--- src/rtl/hazard_stall_ctrl.sv ---
// Hazard and stall control for the 5-stage MIPS pipeline: load-use stalls,
// multiplier hold, taken-branch flush and the two-cycle exception entry.
module hazard_stall_ctrl #(
    parameter int PC_WIDTH    = 6,
    parameter int MULT_CYCLES = 4,
    parameter int CNT_WIDTH   = 16
) (
    input  logic                 clk,
    input  logic                 rst,
    input  logic                 IDEX_MemRead,
    input  logic [4:0]           IDEX_Rt,
    input  logic [4:0]           IFID_Rs,
    input  logic [4:0]           IFID_Rt,
    input  logic                 IFID_UsesRt,
    input  logic                 BranchTaken,
    input  logic                 MultStart,
    input  logic                 Exception,
    input  logic [1:0]           ExcCause,
    output logic                 PCWrite,
    output logic                 IFIDWrite,
    output logic                 IDEX_Bubble,
    output logic                 IFID_Flush,
    output logic                 IDEX_Flush,
    output logic                 EPCWrite,
    output logic                 PCSrcExc,
    output logic [1:0]           CauseOut,
    output logic [CNT_WIDTH-1:0] StallCycles
);

    if (MULT_CYCLES < 2 || MULT_CYCLES > 15) begin : g_bad_mult_cycles
        $error("MULT_CYCLES must lie in 2..15");
    end
    if (PC_WIDTH < 1) begin : g_bad_pc_width
        $error("PC_WIDTH must be at least 1");
    end

    typedef enum logic [1:0] {
        RUN       = 2'b00,
        MULT_BUSY = 2'b01,
        EXC_VEC   = 2'b10
    } state_t;

    localparam logic [3:0] MULT_LOAD = 4'(MULT_CYCLES - 1);

    state_t     state, state_nxt;
    logic [3:0] mult_cnt, mult_cnt_nxt;
    logic [1:0] cause_nxt;
    logic       load_use;

    function automatic logic [CNT_WIDTH-1:0] sat_inc(input logic [CNT_WIDTH-1:0] v);
        return (&v) ? v : v + CNT_WIDTH'(1);
    endfunction

    assign load_use = IDEX_MemRead && (IDEX_Rt != 5'd0) &&
                      ((IDEX_Rt == IFID_Rs) || (IFID_UsesRt && (IDEX_Rt == IFID_Rt)));

    always_ff @(posedge clk or negedge rst) begin
        if (!rst) begin
            state       <= RUN;
            mult_cnt    <= 4'd0;
            CauseOut    <= 2'd0;
            StallCycles <= '0;
        end else begin
            state    <= state_nxt;
            mult_cnt <= mult_cnt_nxt;
            CauseOut <= cause_nxt;
            if (!PCWrite) begin
                StallCycles <= sat_inc(StallCycles);
            end
        end
    end

    always_comb begin
        state_nxt    = state;
        mult_cnt_nxt = mult_cnt;
        cause_nxt    = CauseOut;
        case (state)
            RUN: begin
                if (Exception) begin
                    state_nxt = EXC_VEC;
                    cause_nxt = ExcCause;
                end else if (BranchTaken) begin
                    state_nxt = RUN;
                end else if (MultStart) begin
                    state_nxt    = MULT_BUSY;
                    mult_cnt_nxt = MULT_LOAD;
                end
            end
            MULT_BUSY: begin
                if (Exception) begin
                    state_nxt    = EXC_VEC;
                    cause_nxt    = ExcCause;
                    mult_cnt_nxt = 4'd0;
                end else begin
                    // Leaving on a count of 1 makes the total stall MULT_CYCLES,
                    // the issuing RUN cycle included.
                    mult_cnt_nxt = mult_cnt - 4'd1;
                    if (mult_cnt == 4'd1) begin
                        state_nxt = RUN;
                    end
                end
            end
            EXC_VEC: begin
                state_nxt = RUN;
            end
            default: begin
                state_nxt    = RUN;
                mult_cnt_nxt = 4'd0;
            end
        endcase
    end

    always_comb begin
        PCWrite     = 1'b0;
        IFIDWrite   = 1'b0;
        IDEX_Bubble = 1'b0;
        IFID_Flush  = 1'b0;
        IDEX_Flush  = 1'b0;
        EPCWrite    = 1'b0;
        PCSrcExc    = 1'b0;
        if (rst) begin
            case (state)
                RUN: begin
                    if (Exception) begin
                        EPCWrite   = 1'b1;
                        IFID_Flush = 1'b1;
                        IDEX_Flush = 1'b1;
                    end else if (BranchTaken) begin
                        PCWrite    = 1'b1;
                        IFIDWrite  = 1'b1;
                        IFID_Flush = 1'b1;
                        IDEX_Flush = 1'b1;
                    end else if (MultStart) begin
                        // The multiply itself advances into EX, so no bubble here.
                        IDEX_Bubble = 1'b0;
                    end else if (load_use) begin
                        IDEX_Bubble = 1'b1;
                    end else begin
                        PCWrite   = 1'b1;
                        IFIDWrite = 1'b1;
                    end
                end
                MULT_BUSY: begin
                    if (Exception) begin
                        EPCWrite   = 1'b1;
                        IFID_Flush = 1'b1;
                        IDEX_Flush = 1'b1;
                    end else begin
                        IDEX_Bubble = 1'b1;
                    end
                end
                EXC_VEC: begin
                    PCWrite    = 1'b1;
                    PCSrcExc   = 1'b1;
                    IFID_Flush = 1'b1;
                end
                default: begin
                    PCWrite   = 1'b1;
                    IFIDWrite = 1'b1;
                end
            endcase
        end
    end

endmodule

--- config.mk ---
export PLATFORM = sky130hd
export DESIGN_NAME = hazard_stall_ctrl
export DESIGN_NICKNAME = d
export VERILOG_FILES = /design/src/rtl/hazard_stall_ctrl.sv
export SDC_FILE = /design/constraint.sdc
export NUM_CORES = 1
export LEC_CHECK = 0
export CAP_MARGIN = 20
export CORE_UTILIZATION = 31
export CTS_BUF_LIST = sky130_fd_sc_hd__clkbuf_16
export DETAILED_ROUTE_END_ITERATION = 8
export PLACE_DENSITY = 0.69
export SYNTH_ARGS = -nofsm -noshare
export SYNTH_HDL_FRONTEND = slang
export SYNTH_SLANG_ARGS = --single-unit
export TNS_END_PERCENT = 50
--- constraint.sdc ---
create_clock -name clk -period 2.1 [get_ports clk]
set_input_delay 0.315 -clock clk [delete_from_list [all_inputs] [get_ports clk]]
set_output_delay 0.315 -clock clk [all_outputs]
set_load 0.05 [all_outputs]
* Yosys cells after proc, flatten, opt, wreduce, memory -nomap -nowiden
Index checks and enable logic that the tools add are counted.
** Operators by class
- Add/subtract/negate cells :: 2
- Eq/ne operators :: 10
- Muxes and demuxes :: 37
- Bitwise operators :: 3
- Reductions and logical operators :: 13
** Operators with widths (number)
- $mux 1 :: 21
- $add 16x1->16 const B :: 1
- $mux 4 :: 4
- $reduce_and 16->1 :: 1
- $pmux 4 s3 :: 1
- $eq 5x5->1 :: 2
- $mux 2 :: 5
- $pmux 1 s2 :: 4
- $ne 2x2->1 const B :: 3
- $reduce_and 2->1 :: 3
- $reduce_bool 5->1 :: 1
- $eq 4x1->1 const B :: 1
- $ne 4x4->1 const B :: 1
- $pmux 2 s2 :: 1
- $reduce_and 4->1 :: 1
- $reduce_or 2->1 :: 2
- $sub 4x1->4 const B :: 1
- $logic_and 1x1->1 :: 3
- $ne 3x3->1 const B :: 1
- $not 1->1 :: 3
- $pmux 1 s3 :: 1
- $eq 2x1->1 const B :: 1
- $eq 2x2->1 const B :: 1
- $logic_not 2->1 :: 1
- $logic_or 1x1->1 :: 1
** Word-level totals
- Register bits after elaboration :: 24
- Input bits :: 24
- Output and inout port bits :: 25
- Word-level logic and storage cells :: 69

* Longest topological paths before layout
- Word-level depth :: 12
- Gate-level depth with buffers :: 10

* Least setup slack after synthesis
OpenSTA, ideal clock, no wires.
- Path type :: register to output
- Start :: register state[0]
- End :: output port IFID_Flush
- Arrival time :: 2.345 ns
- Data required time :: 1.785 ns
- Path slack :: -0.560 ns
- Stages on the path, launching flop included :: 7
- Buffers on the path :: 1
- Cells stage by stage :: dfrtp_1 inv_1 ha_1 clkbuf_1 o21ai_0 a21oi_1 o21ba_2
** On the way
- Longest elaborated chain between the ends :: 3
- Elaborated cells on any way between the ends :: 5
** RTL lines
- start, declared :: line 45 : state_t state, state_nxt;
- start signal, assigned :: line 64 : state <= state_nxt;
- $eq 2x2->1, or another cell as far along :: line 122 : case (state)
- $pmux 1 s3 (*) :: line 122
- $mux 1 (*) :: line 121 : if (rst) begin
- end, declared :: line 22 : output logic IFID_Flush,
Mark *: on every way between the ends. The rest lies on a longest branch, timed or not.

* Final worst setup path
- Start :: input port IDEX_Rt[4]
- End :: output port IDEX_Bubble
** On the way
- Longest elaborated chain between the ends :: 10
- Elaborated cells on any way between the ends :: 13
** RTL lines
- start, declared :: line 11 : input logic [4:0] IDEX_Rt,
- $eq 5x5->1 :: line 55 : ((IDEX_Rt == IFID_Rs) || (IFID_UsesRt && (IDEX_Rt == IFID_Rt)));
- $logic_and 1x1->1 :: line 55
- $logic_or 1x1->1 :: line 55
- $logic_and 1x1->1 (*) :: line 54 : assign load_use = IDEX_MemRead && (IDEX_Rt != 5'd0) &&
- $mux 1 (*) :: line 136 : end else if (load_use) begin
- $mux 1 (*) :: line 133 : end else if (MultStart) begin
- $mux 1 (*) :: line 128 : end else if (BranchTaken) begin
- $mux 1 (*) :: line 124 : if (Exception) begin
- $pmux 1 s2 (*) :: line 122
- $mux 1 (*) :: line 121
- end, declared :: line 21 : output logic IDEX_Bubble,
Marked as above.

==> impl_metrics.toml <==
[timing]
fmax_ghz = 0.467
fin_worst_skew_ns = 0.00245
timing.setup.tns_ns = -0.0806
worst_slew_margin_rel_pct = 65.3
report.final.hold_viol_count = 0
final.min_clock_period_ns = 2.14
final_setup_violations = 2
rsz0062_at_grt = "true"
report.final.slew_viol_count = 0
worst_setup_slack_final_ns = -0.0424
post-route-period-util_pct = 102
tightest_slew_ns = 0.514

[setup_path]
crit_path_largest_cell_delay_ns = 0.29
critical_path_peak_fanout = 2
worst_r2r_path_depth = 11
timing.critical_path.required_ns = 1.78
arrival_ns = 1.83
slowest_stage = "sky130_fd_sc_hd__nor4b_4"
library_cell_appearing_most_often_on_the_critical_path = "sky130_fd_sc_hd__buf_6"
kind_of_end_point_of_the_critical_path = "output pin"
critical_path_cell_by_cell = "buf_6 -> buf_6 -> xor2_2 -> nor4_2 -> a32oi_2 -> nor4b_4 -> nand2_1 -> a21oi_4 -> buf_12"
critical_path_class = "primary input to output pin"
cp-start-kind = "primary input"
cp-startpoint = "IDEX_Rt[4]"
worst_r2r_endpoint = "StallCycles[12]"
worstReg2RegStart = "state[0]"
timing.reg2reg.setup_slack_ns = 0.22

[clock_network]
cts_root_buffer = "sky130_fd_sc_hd__clkbuf_16"
max-clock-path-buffers = 2
cts-buffers-inserted = 3
cts_num_sinks = 24
clkSlewWorstSetupHoldPaths_ns = 0.06
insertion_delay_ns = 0.25
postCtsHoldBufs = 0
clock_tree.htree_level_count = 1
cts_tree = "yes"

[job]
drv_cap = 0

[floorplanning]
floorplan.initialDensity_pct = 33.3
io_pins = 49
die_area_um2 = 5130
placement_rows = 24
die_x_um = 71.6
die_height_um = 71.6
design.core.area_um2 = 4500

[grt]
grt_antenna_before_repair = 0
gr-total-overflow = 0
grtUsageTotal_pct = 14.6
first_global_vias = 1316
wire_length_of_the_first_global_routing_pass_um = 5950
pin_count_of_the_biggest_net_entering_global_routing = 16

[finish]
most-common-layout-cells = "25 x sky130_fd_sc_hd__clkdlybuf4s50_1, 24 x sky130_fd_sc_hd__dfrtp_1, 17 x sky130_fd_sc_hd__buf_4, 12 x sky130_fd_sc_hd__xnor2_1, 10 x sky130_fd_sc_hd__nand2_1"
layout.cells.most_common = "sky130_fd_sc_hd__clkdlybuf4s50_1"
design_area_um2 = 2460
instances_no_fill = 273
n_diodes = 0
area_growth_syn_to_layout_pct = 64.0
fillers = 394
fin_nets = 253
layout-drive-gt1-share_pct = 28.5

[status]
violations_in_the_final_reports = "negative setup slack"
status = "finished, violations left"

[synth]
seq_area_frac_synth_pct = 40.0
post_synth_num_cell_types = 38
syn_area_per_cell_um2 = 10.0
synth.cell_area_um2 = 1500
netlist_top_cells_area = "sky130_fd_sc_hd__dfrtp_1 40%, sky130_fd_sc_hd__xnor2_1 7.6%, sky130_fd_sc_hd__xor2_1 6.4%"
syn-instance-count = 150
yosysWarnings = 0
ys_seq_elements = 24
netlist.top_cell.by_area = "sky130_fd_sc_hd__dfrtp_1"
synthDominantCellAreaShare_pct = 40.0
syn_nets = 181

[placement]
hpwlAfterDp_um = 2670
port_buffers = 48
placed_cell_area_um2 = 2270
place.gp.congestion = 0.784
placedCellCount = 265
post-place-ws_ns = -0.491

[routing]
route.antenna.remaining_nets = 0
drt-wirelength-per-cell_um = 13.0
drtIter0Drc = 65
detailroute.via_count = 1344
drc_errors = 0
vias_per_cell = 4.92
drt-total-wl_um = 3550
drtPass1Iterations = 4

[pwr]
p_leak_nw = 1.06
post-layout-total-power_mw = 2.17
max-vdd-ir-drop_uv = 841
p_per_cell_area_nw_per_um2 = 882

[worst_hold_path]
worst_hold_path_type = "primary input to async pin"
[flip-flops by register name, indices dropped and copies added (netlist names)]
| signal | flops |
|---|---|
| StallCycles | 16 |
| mult_cnt | 4 |
| CauseOut | 2 |
| state | 2 |
[Yosys cell counts, drive strengths merged]
master	number
nand3	4
a41oi	1
o21ba	1
inv	10
nor4b	1
a32oi	1
o22ai	2
nand4	8
ha	7
and3	2
nand2	10
nor3	2
a22o	2
nor3b	2
nor2	11
clkbuf	2
a21o	2
o211ai	1
dfrtp	24
o32a	3
and2	2
nor4	4
xor2	11
buf	1
o311ai	1
nand2b	5
mux2	3
nor2b	1
o2111ai	1
or4	1
a21oi	7
o21ai	4
xnor2	13
[logic make-up (layout without fill, tap and decap cells)]
logic type / Yosys count / after routing / share of synthesized area (%)
xor+xnor: 24 / 24 / 14.0
mux: 3 / 3 / 2.25
compound gates: 26 / 26 / 13.7
buf+inv: 13 / 84 / 3.75
simple gates: 53 / 53 / 20.5
flops: 24 / 24 / 40.0
fa+ha+maj: 7 / 7 / 5.83
[per-layer routing]
metal	routed length [µm]	global-route usage (%)	vias to the layer above
li1	-	-	671
met2	1660	23.5	47
met3	178	1.55	6
met1	1650	20.0	620
met4	63	6.54	0
met5	0	0	-
[worst max-delay path: cells and delay by family]
| family | cells | cell delay, ns |
|---|---|---|
| and+or+nand+nor | 3 | 0.66 |
| xor gates and xnor gates | 1 | 0.16 |
| AOI/OAI and AO/OA | 2 | 0.34 |
| buffers and inverters | 3 | 0.36 |
[stage by stage]
stage / hold WS (ns) / util, %
2_1_floorplan: 0.0194 / -
3_3_place_gp: 0.483 / 50.4
3_5_place_dp: 0.486 / 50.4
4_1_cts: 0.0973 / 54.1
5_1_grt: 0.0927 / 54.7
6_report: 0.0876 / 54.7
[timing repair]
action                     4_1_cts  5_1_grt
pin swaps                       17       10
gates resized for setup         47       12
setup endpoints to repair        6        4
buffers inserted                 5        0
[cell type report]
| type | instances | area (µm²) | area share (%) |
|---|---|---|---|
| Multi-Input combinational cell | 113 | 962 | 39.1 |
| Inverter | 10 | 37.5 | 1.52 |
| Clock inverter | 1 | 3.75 | 0.152 |
| Clock buffer | 3 | 75.1 | 3.05 |
| Sequential cell | 24 | 601 | 24.4 |
| Timing Repair Buffer | 70 | 718 | 29.2 |
| Tap cell | 52 | 65.1 | 2.64 |
[report_power, final]
group          switching, mW  internal, mW  total (mW)
Combinational          0.619         0.467        1.09
Clock                  0.147         0.254       0.400
Sequential             0.121         0.565       0.686
[worst max path at each step]
stage,end,slack (ns),cells past startpoint
after floorplan,IFID_Flush,-0.13,6
after global placement,IDEX_Bubble,-0.49,8
after detailed placement,IDEX_Bubble,-0.49,8
after CTS,IFIDWrite,-0.12,8
after global routing,IDEX_Bubble,-0.12,9
final,IDEX_Bubble,-0.04,9
(Power assumes the default switching activity.)
